`config.mk`:
```
export PLATFORM = sky130hd
export DESIGN_NAME = psg_access_arbiter
export DESIGN_NICKNAME = d
export VERILOG_FILES = /design/src/rtl/psg_arb_pkg.sv /design/src/rtl/psg_arb_rr2.sv /design/src/rtl/psg_access_arbiter.sv
export SDC_FILE = /design/constraint.sdc
export NUM_CORES = 1
export LEC_CHECK = 0
export CORE_MARGIN = 5
export CORE_UTILIZATION = 27
export DETAILED_ROUTE_END_ITERATION = 16
export GPL_TIMING_DRIVEN = 0
export PLACE_DENSITY = 0.58
export SLEW_MARGIN = 20
export SYNTH_ARGS = -nofsm -noshare
export SYNTH_HDL_FRONTEND = slang
export SYNTH_HIERARCHICAL = 1
export SYNTH_SLANG_ARGS = --single-unit
```
`constraint.sdc`:
```
create_clock -name CLK -period 2.2 [get_ports CLK]
set_input_delay 0.33 -clock CLK [delete_from_list [all_inputs] [get_ports CLK]]
set_output_delay 0.33 -clock CLK [all_outputs]
set_load 0.02 [all_outputs]
```
`src/rtl/psg_arb_pkg.sv`:
```
`default_nettype none
// ============================================================================
// Module  : psg_arb_pkg
// Purpose : Shared FSM encoding and PSG register constants for the arbiter.
// Revision: 1.0
// ============================================================================
package psg_arb_pkg;

    typedef enum logic [1:0] {
        IDLE  = 2'd0,
        ISSUE = 2'd1,
        GUARD = 2'd2
    } state_t;

    localparam logic [3:0] PSG_REG_ENV_SHAPE = 4'd13;

endpackage
`default_nettype wire

```
`src/rtl/psg_arb_rr2.sv`:
```
`default_nettype none
// ============================================================================
// Module  : psg_arb_rr2
// Purpose : Two-way picker; round-robin against the last grant, or fixed
//           priority (requester 0) when rr_en is low.
// Revision: 1.0
// ============================================================================
module psg_arb_rr2 (
    input  logic [1:0] req,
    input  logic       last,
    input  logic       rr_en,
    output logic       grant
);

    always_comb begin
        grant = 1'b0;
        if (req == 2'b10) begin
            grant = 1'b1;
        end else if (req == 2'b11) begin
            grant = rr_en ? ~last : 1'b0;
        end
    end

endmodule
`default_nettype wire

```
`src/rtl/psg_access_arbiter.sv`:
```
`default_nettype none
// ============================================================================
// Module  : psg_access_arbiter
// Purpose : Arbitrates two requesters onto a single PSG register bus, with an
//           idle guard after envelope-shape writes.
// Revision: 1.0
// ============================================================================
module psg_access_arbiter
    import psg_arb_pkg::*;
#(
    parameter int GUARD_CYCLES = 1,
    parameter bit RR_ENABLE    = 1'b1
) (
    input  logic       CLK,
    input  logic       RESET,
    input  logic       REQ0,
    input  logic       REQ1,
    input  logic       WE0,
    input  logic       WE1,
    input  logic [3:0] ADDR0,
    input  logic [3:0] ADDR1,
    input  logic [7:0] WDATA0,
    input  logic [7:0] WDATA1,
    output logic       ACK0,
    output logic       ACK1,
    output logic [7:0] RDATA,
    output logic       PSG_CS,
    output logic       PSG_WR,
    output logic [3:0] PSG_ADDR,
    output logic [7:0] PSG_DI,
    input  logic [7:0] PSG_DO,
    output logic       BUSY
);

    localparam bit         C_GUARD_EN   = (GUARD_CYCLES != 0);
    localparam logic [2:0] C_GUARD_LOAD = 3'(GUARD_CYCLES - 1);

    state_t     r_state;
    logic       r_last;
    logic       r_gnt;
    logic       r_we;
    logic [3:0] r_addr;
    logic [7:0] r_wdata;
    logic [7:0] r_rdata;
    logic       r_psg_cs;
    logic       r_psg_wr;
    logic       r_ack0;
    logic       r_ack1;
    logic [2:0] r_guard_cnt;

    logic [1:0] w_req;
    logic       w_pick;
    logic       w_start;
    logic       w_env;
    logic       w_sel_we;
    logic [3:0] w_sel_addr;
    logic [7:0] w_sel_wdata;

    psg_arb_rr2 u_rr2 (
        .req   (w_req),
        .last  (r_last),
        .rr_en (RR_ENABLE),
        .grant (w_pick)
    );

    assign w_req = {REQ1, REQ0};

    // No new grant in an ACK cycle: the acknowledged requester may still be
    // holding REQ, and this cycle is what gives the 3-cycle access cadence.
    assign w_start = (r_state == IDLE) && (|w_req) && !(r_ack0 || r_ack1);

    assign w_env       = C_GUARD_EN && r_we && (r_addr == PSG_REG_ENV_SHAPE);
    assign w_sel_we    = w_pick ? WE1    : WE0;
    assign w_sel_addr  = w_pick ? ADDR1  : ADDR0;
    assign w_sel_wdata = w_pick ? WDATA1 : WDATA0;

    always_ff @(posedge CLK or posedge RESET) begin
        if (RESET) begin
            r_state     <= IDLE;
            r_last      <= 1'b1;
            r_gnt       <= 1'b0;
            r_we        <= 1'b0;
            r_addr      <= 4'd0;
            r_wdata     <= 8'd0;
            r_rdata     <= 8'd0;
            r_psg_cs    <= 1'b0;
            r_psg_wr    <= 1'b0;
            r_ack0      <= 1'b0;
            r_ack1      <= 1'b0;
            r_guard_cnt <= 3'd0;
        end else begin
            r_ack0   <= 1'b0;
            r_ack1   <= 1'b0;
            r_psg_cs <= 1'b0;
            r_psg_wr <= 1'b0;
            case (r_state)
                IDLE: begin
                    if (w_start) begin
                        r_state  <= ISSUE;
                        r_gnt    <= w_pick;
                        r_last   <= w_pick;
                        r_we     <= w_sel_we;
                        r_addr   <= w_sel_addr;
                        r_wdata  <= w_sel_wdata;
                        r_psg_cs <= 1'b1;
                        r_psg_wr <= w_sel_we;
                    end
                end
                ISSUE: begin
                    r_ack0 <= ~r_gnt;
                    r_ack1 <= r_gnt;
                    if (!r_we) begin
                        r_rdata <= PSG_DO;
                    end
                    if (w_env) begin
                        r_state     <= GUARD;
                        r_guard_cnt <= C_GUARD_LOAD;
                    end else begin
                        r_state <= IDLE;
                    end
                end
                GUARD: begin
                    if (r_guard_cnt == 3'd0) begin
                        r_state <= IDLE;
                    end else begin
                        r_guard_cnt <= r_guard_cnt - 3'd1;
                    end
                end
                default: r_state <= IDLE;
            endcase
        end
    end

    assign ACK0     = r_ack0;
    assign ACK1     = r_ack1;
    assign RDATA    = r_rdata;
    assign PSG_CS   = r_psg_cs;
    assign PSG_WR   = r_psg_wr;
    assign PSG_ADDR = r_addr;
    assign PSG_DI   = r_wdata;
    assign BUSY     = (r_state != IDLE);

endmodule
`default_nettype wire

```
=== Word level (Yosys, flattened, before mapping) ===
Cells that the tools add are included.

* Bits in registers: 32
* Output and inout bits: 25
* Word-level logic and storage cells: 57

* Add/sub/neg operators: 1
* Eq/ne operators: 9
* Muxes and demuxes: 18
* Bitwise logic cells: 3
* Reductions and logical operators: 14

{| class="wikitable"
|+ Operators with widths
! cell !! count
|-
| 2-to-1 mux 1 bit || 9
|-
| 2-to-1 mux 8 bit || 1
|-
| inequality test 2 bit, second input constant || 4
|-
| == test 2 bit, second input constant || 3
|-
| 2-to-1 mux 2 bit || 3
|-
| 2-to-1 mux 3 bit || 2
|-
| one-hot mux 2 bit (3 select lines) || 1
|-
| one-hot mux 3 bit (2 select lines) || 1
|-
| AND reduction 2 bit || 3
|-
| == test 4 bit, second input constant || 1
|-
| 2-to-1 mux 4 bit || 1
|-
| nonzero test 2 bit || 2
|-
| logical AND 1 bit || 3
|-
| zero test 3 bit || 1
|-
| inverter 1 bit || 3
|-
| AND reduction 3 bit || 1
|-
| subtractor 3 x 1 -> 3 bit, second input constant || 1
|-
| == test 2 x 1 -> 1 bit, second input constant || 1
|-
| zero test 2 bit || 1
|-
| OR reduction 2 bit || 1
|-
| zero test 1 bit || 1
|-
| logical OR 1 bit || 1
|}

=== Depth between registers and ports, before layout ===
* Word-level depth: 6
* Depth in mapped cells: 7

=== By module ===
Netlist, hierarchy kept.

{| class="wikitable"
|+ By module, submodules not included
! module !! instances !! cells each !! area each (um^2)
|-
| psg_access_arbiter || 1 || 102 || 1442.6
|-
| psg_arb_rr2 || 1 || 2 || 13.8
|}

=== Worst setup path before layout ===
Ideal clock, no wire load.

* Path kind: register to register
* Start point: register r_last
* End point: register r_addr[0] (netlist: PSG_ADDR[0])
* Arrival time: 1.776 ns
* Required time: 2.075 ns
* Path slack: 0.299 ns
* Cell stages (with the launch flop): 7
* Period minus slack after synthesis: 1.901 ns
* Path through: dfstp_2 > nand2b_1 > a21boi_1 > clkbuf_1 > clkbuf_1 > mux2_2 > mux2_4

* Word-level cells in the longest chain between the ends: 4

{| class="wikitable"
|+ RTL lines
! element !! line !! text
|-
| start: declaration || psg_access_arbiter.sv:39 || <nowiki>logic r_last;</nowiki>
|-
| start signal: assignment || psg_access_arbiter.sv:101 || <nowiki>r_last <= w_pick;</nowiki>
|-
| inverter 1 bit || psg_arb_rr2.sv:20 || <nowiki>grant = rr_en ? ~last : 1'b0;</nowiki>
|-
| 2-to-1 mux 1 bit || psg_arb_rr2.sv:19 || <nowiki>end else if (req == 2'b11) begin</nowiki>
|-
| 2-to-1 mux 1 bit || psg_arb_rr2.sv:17 || <nowiki>if (req == 2'b10) begin</nowiki>
|-
| net w_pick || psg_access_arbiter.sv:52 || <nowiki>logic w_pick;</nowiki>
|-
| 2-to-1 mux 4 bit || psg_access_arbiter.sv:74 || <nowiki>assign w_sel_addr = w_pick ? ADDR1 : ADDR0;</nowiki>
|-
| end signal: assignment || psg_access_arbiter.sv:103 || <nowiki>r_addr <= w_sel_addr;</nowiki>
|-
| end: declaration || psg_access_arbiter.sv:42 || <nowiki>logic [3:0] r_addr;</nowiki>
|}

The timed path passes the listed nets, and every way through them passes these cells.
A chain may end at the register's enable or synchronous reset.

=== Final worst setup path ===
* Start point: input REQ1
* End point: register r_addr[0] (netlist: PSG_ADDR[0])

* Word-level cells in the longest chain between the ends: 4

{| class="wikitable"
|+ RTL lines
! element !! line !! text
|-
| start: declaration || psg_access_arbiter.sv:17 || <nowiki>input logic REQ1,</nowiki>
|-
| == test 2 bit || psg_arb_rr2.sv:19 ||
|-
| 2-to-1 mux 1 bit || psg_arb_rr2.sv:19 ||
|-
| 2-to-1 mux 1 bit * || psg_arb_rr2.sv:17 ||
|-
| net w_pick || psg_access_arbiter.sv:52 ||
|-
| 2-to-1 mux 4 bit * || psg_access_arbiter.sv:74 ||
|}

The timed path passes the listed nets; every way through them passes the cells marked *.

==> results.py <==
metrics = {
    "status": {
        "outcome": "completed",
    },
    "global_routing": {
        "grt.total_usage_pct": 10.55,
        "first_global_vias": 1191,
        "grt.overflow.total": 0,
        "grt_max_degree": 33,
        "grt_pass1_wl_um": 5851,
        "antenna_found_initial": 0,
    },
    "critical_path": {
        "crit_fanout": 10,
        "timing.rr.end": "PSG_ADDR[0]",
        "path_buf_inv": 3,
        "cpMaxStageDelayCell": "clkdlybuf4s50_1",
        "r2r_cells": 6,
        "cp.arrival_ps": 2220,
        "end_kind": "flip-flop",
        "crit_path_start_kind": "primary input",
        "path_cells": "clkdlybuf4s50_1 -> a21boi_1 -> clkbuf_1 -> clkbuf_2 -> mux2_2 -> mux2_4",
        "required_ps": 2360,
        "crit_family": "buffers and inverters",
        "critical_path_class": "primary input to flip-flop",
        "rrSetupSlack_ps": 180,
        "timing.rr.start": "r_last",
        "max_stage_delay_ps": 470,
    },
    "placement": {
        "portBuffers": 62,
        "placed_area_um2": 2165,
        "post-dp-hpwl_um": 2689,
        "gp_congestion": 0.6985,
    },
    "clock_tree": {
        "clkTransAtPathRegs_ps": 70,
        "clk_latency_ps": 280,
        "post-cts-setup-buffers": 0,
        "h-tree-depth": 2,
        "clkSinkCount": 32,
        "post_cts_resized": 1,
        "clock_tree.root_cell": "clkbuf_8",
        "cts_tree": "built",
        "cts_hold_buf": 0,
        "cts_made_buffers": 5,
        "cts_buffer_depth": 2,
    },
    "timing": {
        "setup_viol": 0,
        "clock_skew_ps": 5.101,
        "max_slew_margin_pct": 55.03,
        "period_share_pct": 93.73,
        "slew_viol_final": 0,
        "rsz0062_at_grt": "false",
        "period_minus_slack_ps": 2062,
        "hold_viol": 0,
        "fmax_mhz": 485.0,
        "worst_pin_slew_ps": 673.6,
    },
    "synth": {
        "post-synth-top-count-cell": "dfrtp_1",
        "yosysTopAreaCell": "dfrtp_1",
        "synth_top_area_share_pct": 53.26,
        "async_reset_ff_share_pct": 100.0,
        "syn-cell-area_um2": 1456,
        "synth_common_cells": "31 x dfrtp_1, 27 x mux2_2, 7 x mux2_4",
        "synthCells": 104,
        "ys_types": 25,
        "seq_area_frac_synth_pct": 55.07,
        "postSynthAreaPerCell_um2": 14.00,
        "synth_area_leaders": "dfrtp_1 53%, mux2_2 21%, mux2_4 7.2%, dfstp_2 1.8%, ha_1 1.7%",
        "synth_ff_type": "dfrtp_1",
        "synth-seq-cells": 32,
        "synth_warnings": 6,
        "synth_edf_count": 0,
        "synth_fp_nets": 144,
    },
    "layout": {
        "num-nets-final": 213,
        "syn_to_final_growth_pct": 56.10,
        "final_util_pct": 43.95,
        "antenna_cells": 0,
        "multiInputGateArea_um2": 605.6,
        "seqCellArea_um2": 802.0,
        "drive_gt1_share_pct": 28.16,
        "fillers": 471,
        "final_area_um2": 2273,
    },
    "die": {
        "ios": 63,
        "start_util_pct": 28.16,
        "fp.dieH_um": 83.45,
        "core_um2": 5172,
        "rows": 26,
        "die_x_um": 83.45,
        "dieArea_um2": 6963,
    },
    "hold_path": {
        "hold_class": "flip-flop to flip-flop",
        "hold_depth": 1,
        "hold_end": "ACK0",
        "worstHoldStart": "r_gnt",
    },
    "route": {
        "drtAntennaViolNets": 0,
        "wirelength_um": 3487,
        "met2_length_um": 1731,
        "firstDrtPassIters": 3,
        "top_layer_used": "met4",
        "viasPerCell": 4.221,
        "wire_per_inst_um": 14.29,
        "wl_met1_um": 1484,
        "dr.first_iter.drc_count": 25,
        "wl_met3_um": 225,
        "drcViolationCount": 0,
        "vias": 1030,
    },
    "power": {
        "pwr_density_cell_nw_per_um2": 1355,
        "ir_drop_uv": 434.7,
        "p_leak_nw": 0.9509,
    },
    "job": {
        "cap_viol_max_count": 0,
    },
}
==> layout make-up <==
cell class	count	area share [%]
well taps	70	3.853
repair buffers	62	27.30
inverters	6	0.9906
plain buffers	4	1.211
clock inverters	2	1.541
clock buffers	6	3.192
multi-input cells	62	26.64
flip-flops and latches	32	35.28
==> metrics by stage <==
stage               power [mW]  cells  TNS, ps  hold slack [ps]  setup slack, ps
global route             3.260    244        0            497.9            27.07
detailed placement       2.572    236    -3000            466.8           -386.9
floorplan                1.900    104        0            421.6            298.8
CTS                      3.137    244        0            468.6            112.5
global placement         2.531    236    -2293            456.5           -311.4
finish                   3.081    244        0            465.0            138.0
==> registers in the layout (all words and copies together), names as in the netlist, 2 cells and up <==
register,cells
r_guard_cnt,3
r_state,2
PSG_DI,8
RDATA,8
PSG_ADDR,4
==> cell families after synthesis <==
kind of cell	share of synthesized area [%]
mux	29.47
fa+ha+maj	1.718
compound gates	1.890
buf+inv	3.350
simple gates	8.248
flops	55.07
other cells	0.2575
==> placed cells by master, fill, tap and decap left out, types with 2 or more instances in the layout <==
master	count
ha_1	2
nand2b_1	2
dfrtp_1	31
clkbuf_1	3
nor2_1	4
clkdlybuf4s50_1	62
mux2_4	7
nand2_1	4
inv_1	5
clkbuf_8	5
o22ai_1	2
mux2_2	27
mux2i_1	2
==> metal layers <==
layer / GRT usage [%] / vias up
li1: - / 489
met1: 12.29 / 501
met2: 18.08 / 35
met3: 4.257 / 5
met4: 2.632 / 0
met5: 0 / -
==> where the power goes <==
group	internal (mW)	switching, mW	leakage [nW]
registers	0.855	0.162	0.390
clock network	0.336	0.214	0.0552
logic	0.864	0.650	0.506
total	2.06	1.03	0.951
==> worst register-to-register path: cells and delay by family (launching register included) <==
family	cells	cell delay (ps)
buffers and inverters	2	630
AO/OA/AOI/OAI	1	140
flip-flops	1	370
AND/OR/NAND/NOR	1	140
multiplexers	2	640
==> how the worst max path moves through the flow <==
| stage | startpoint | endpoint | slack [ps] | cells past startpoint |
|---|---|---|---|---|
| after detailed placement | REQ1 | PSG_DI[6] | -390 | 6 |
| after CTS | REQ1 | PSG_ADDR[0] | 110 | 6 |
| final | REQ1 | PSG_ADDR[0] | 140 | 6 |
| after global placement | REQ1 | PSG_DI[5] | -310 | 6 |
| after floorplan | r_last | PSG_ADDR[0] | 300 | 6 |
| after global routing | REQ1 | PSG_ADDR[0] | 30 | 6 |
No activity file was read; power rests on OpenSTA's default activity.
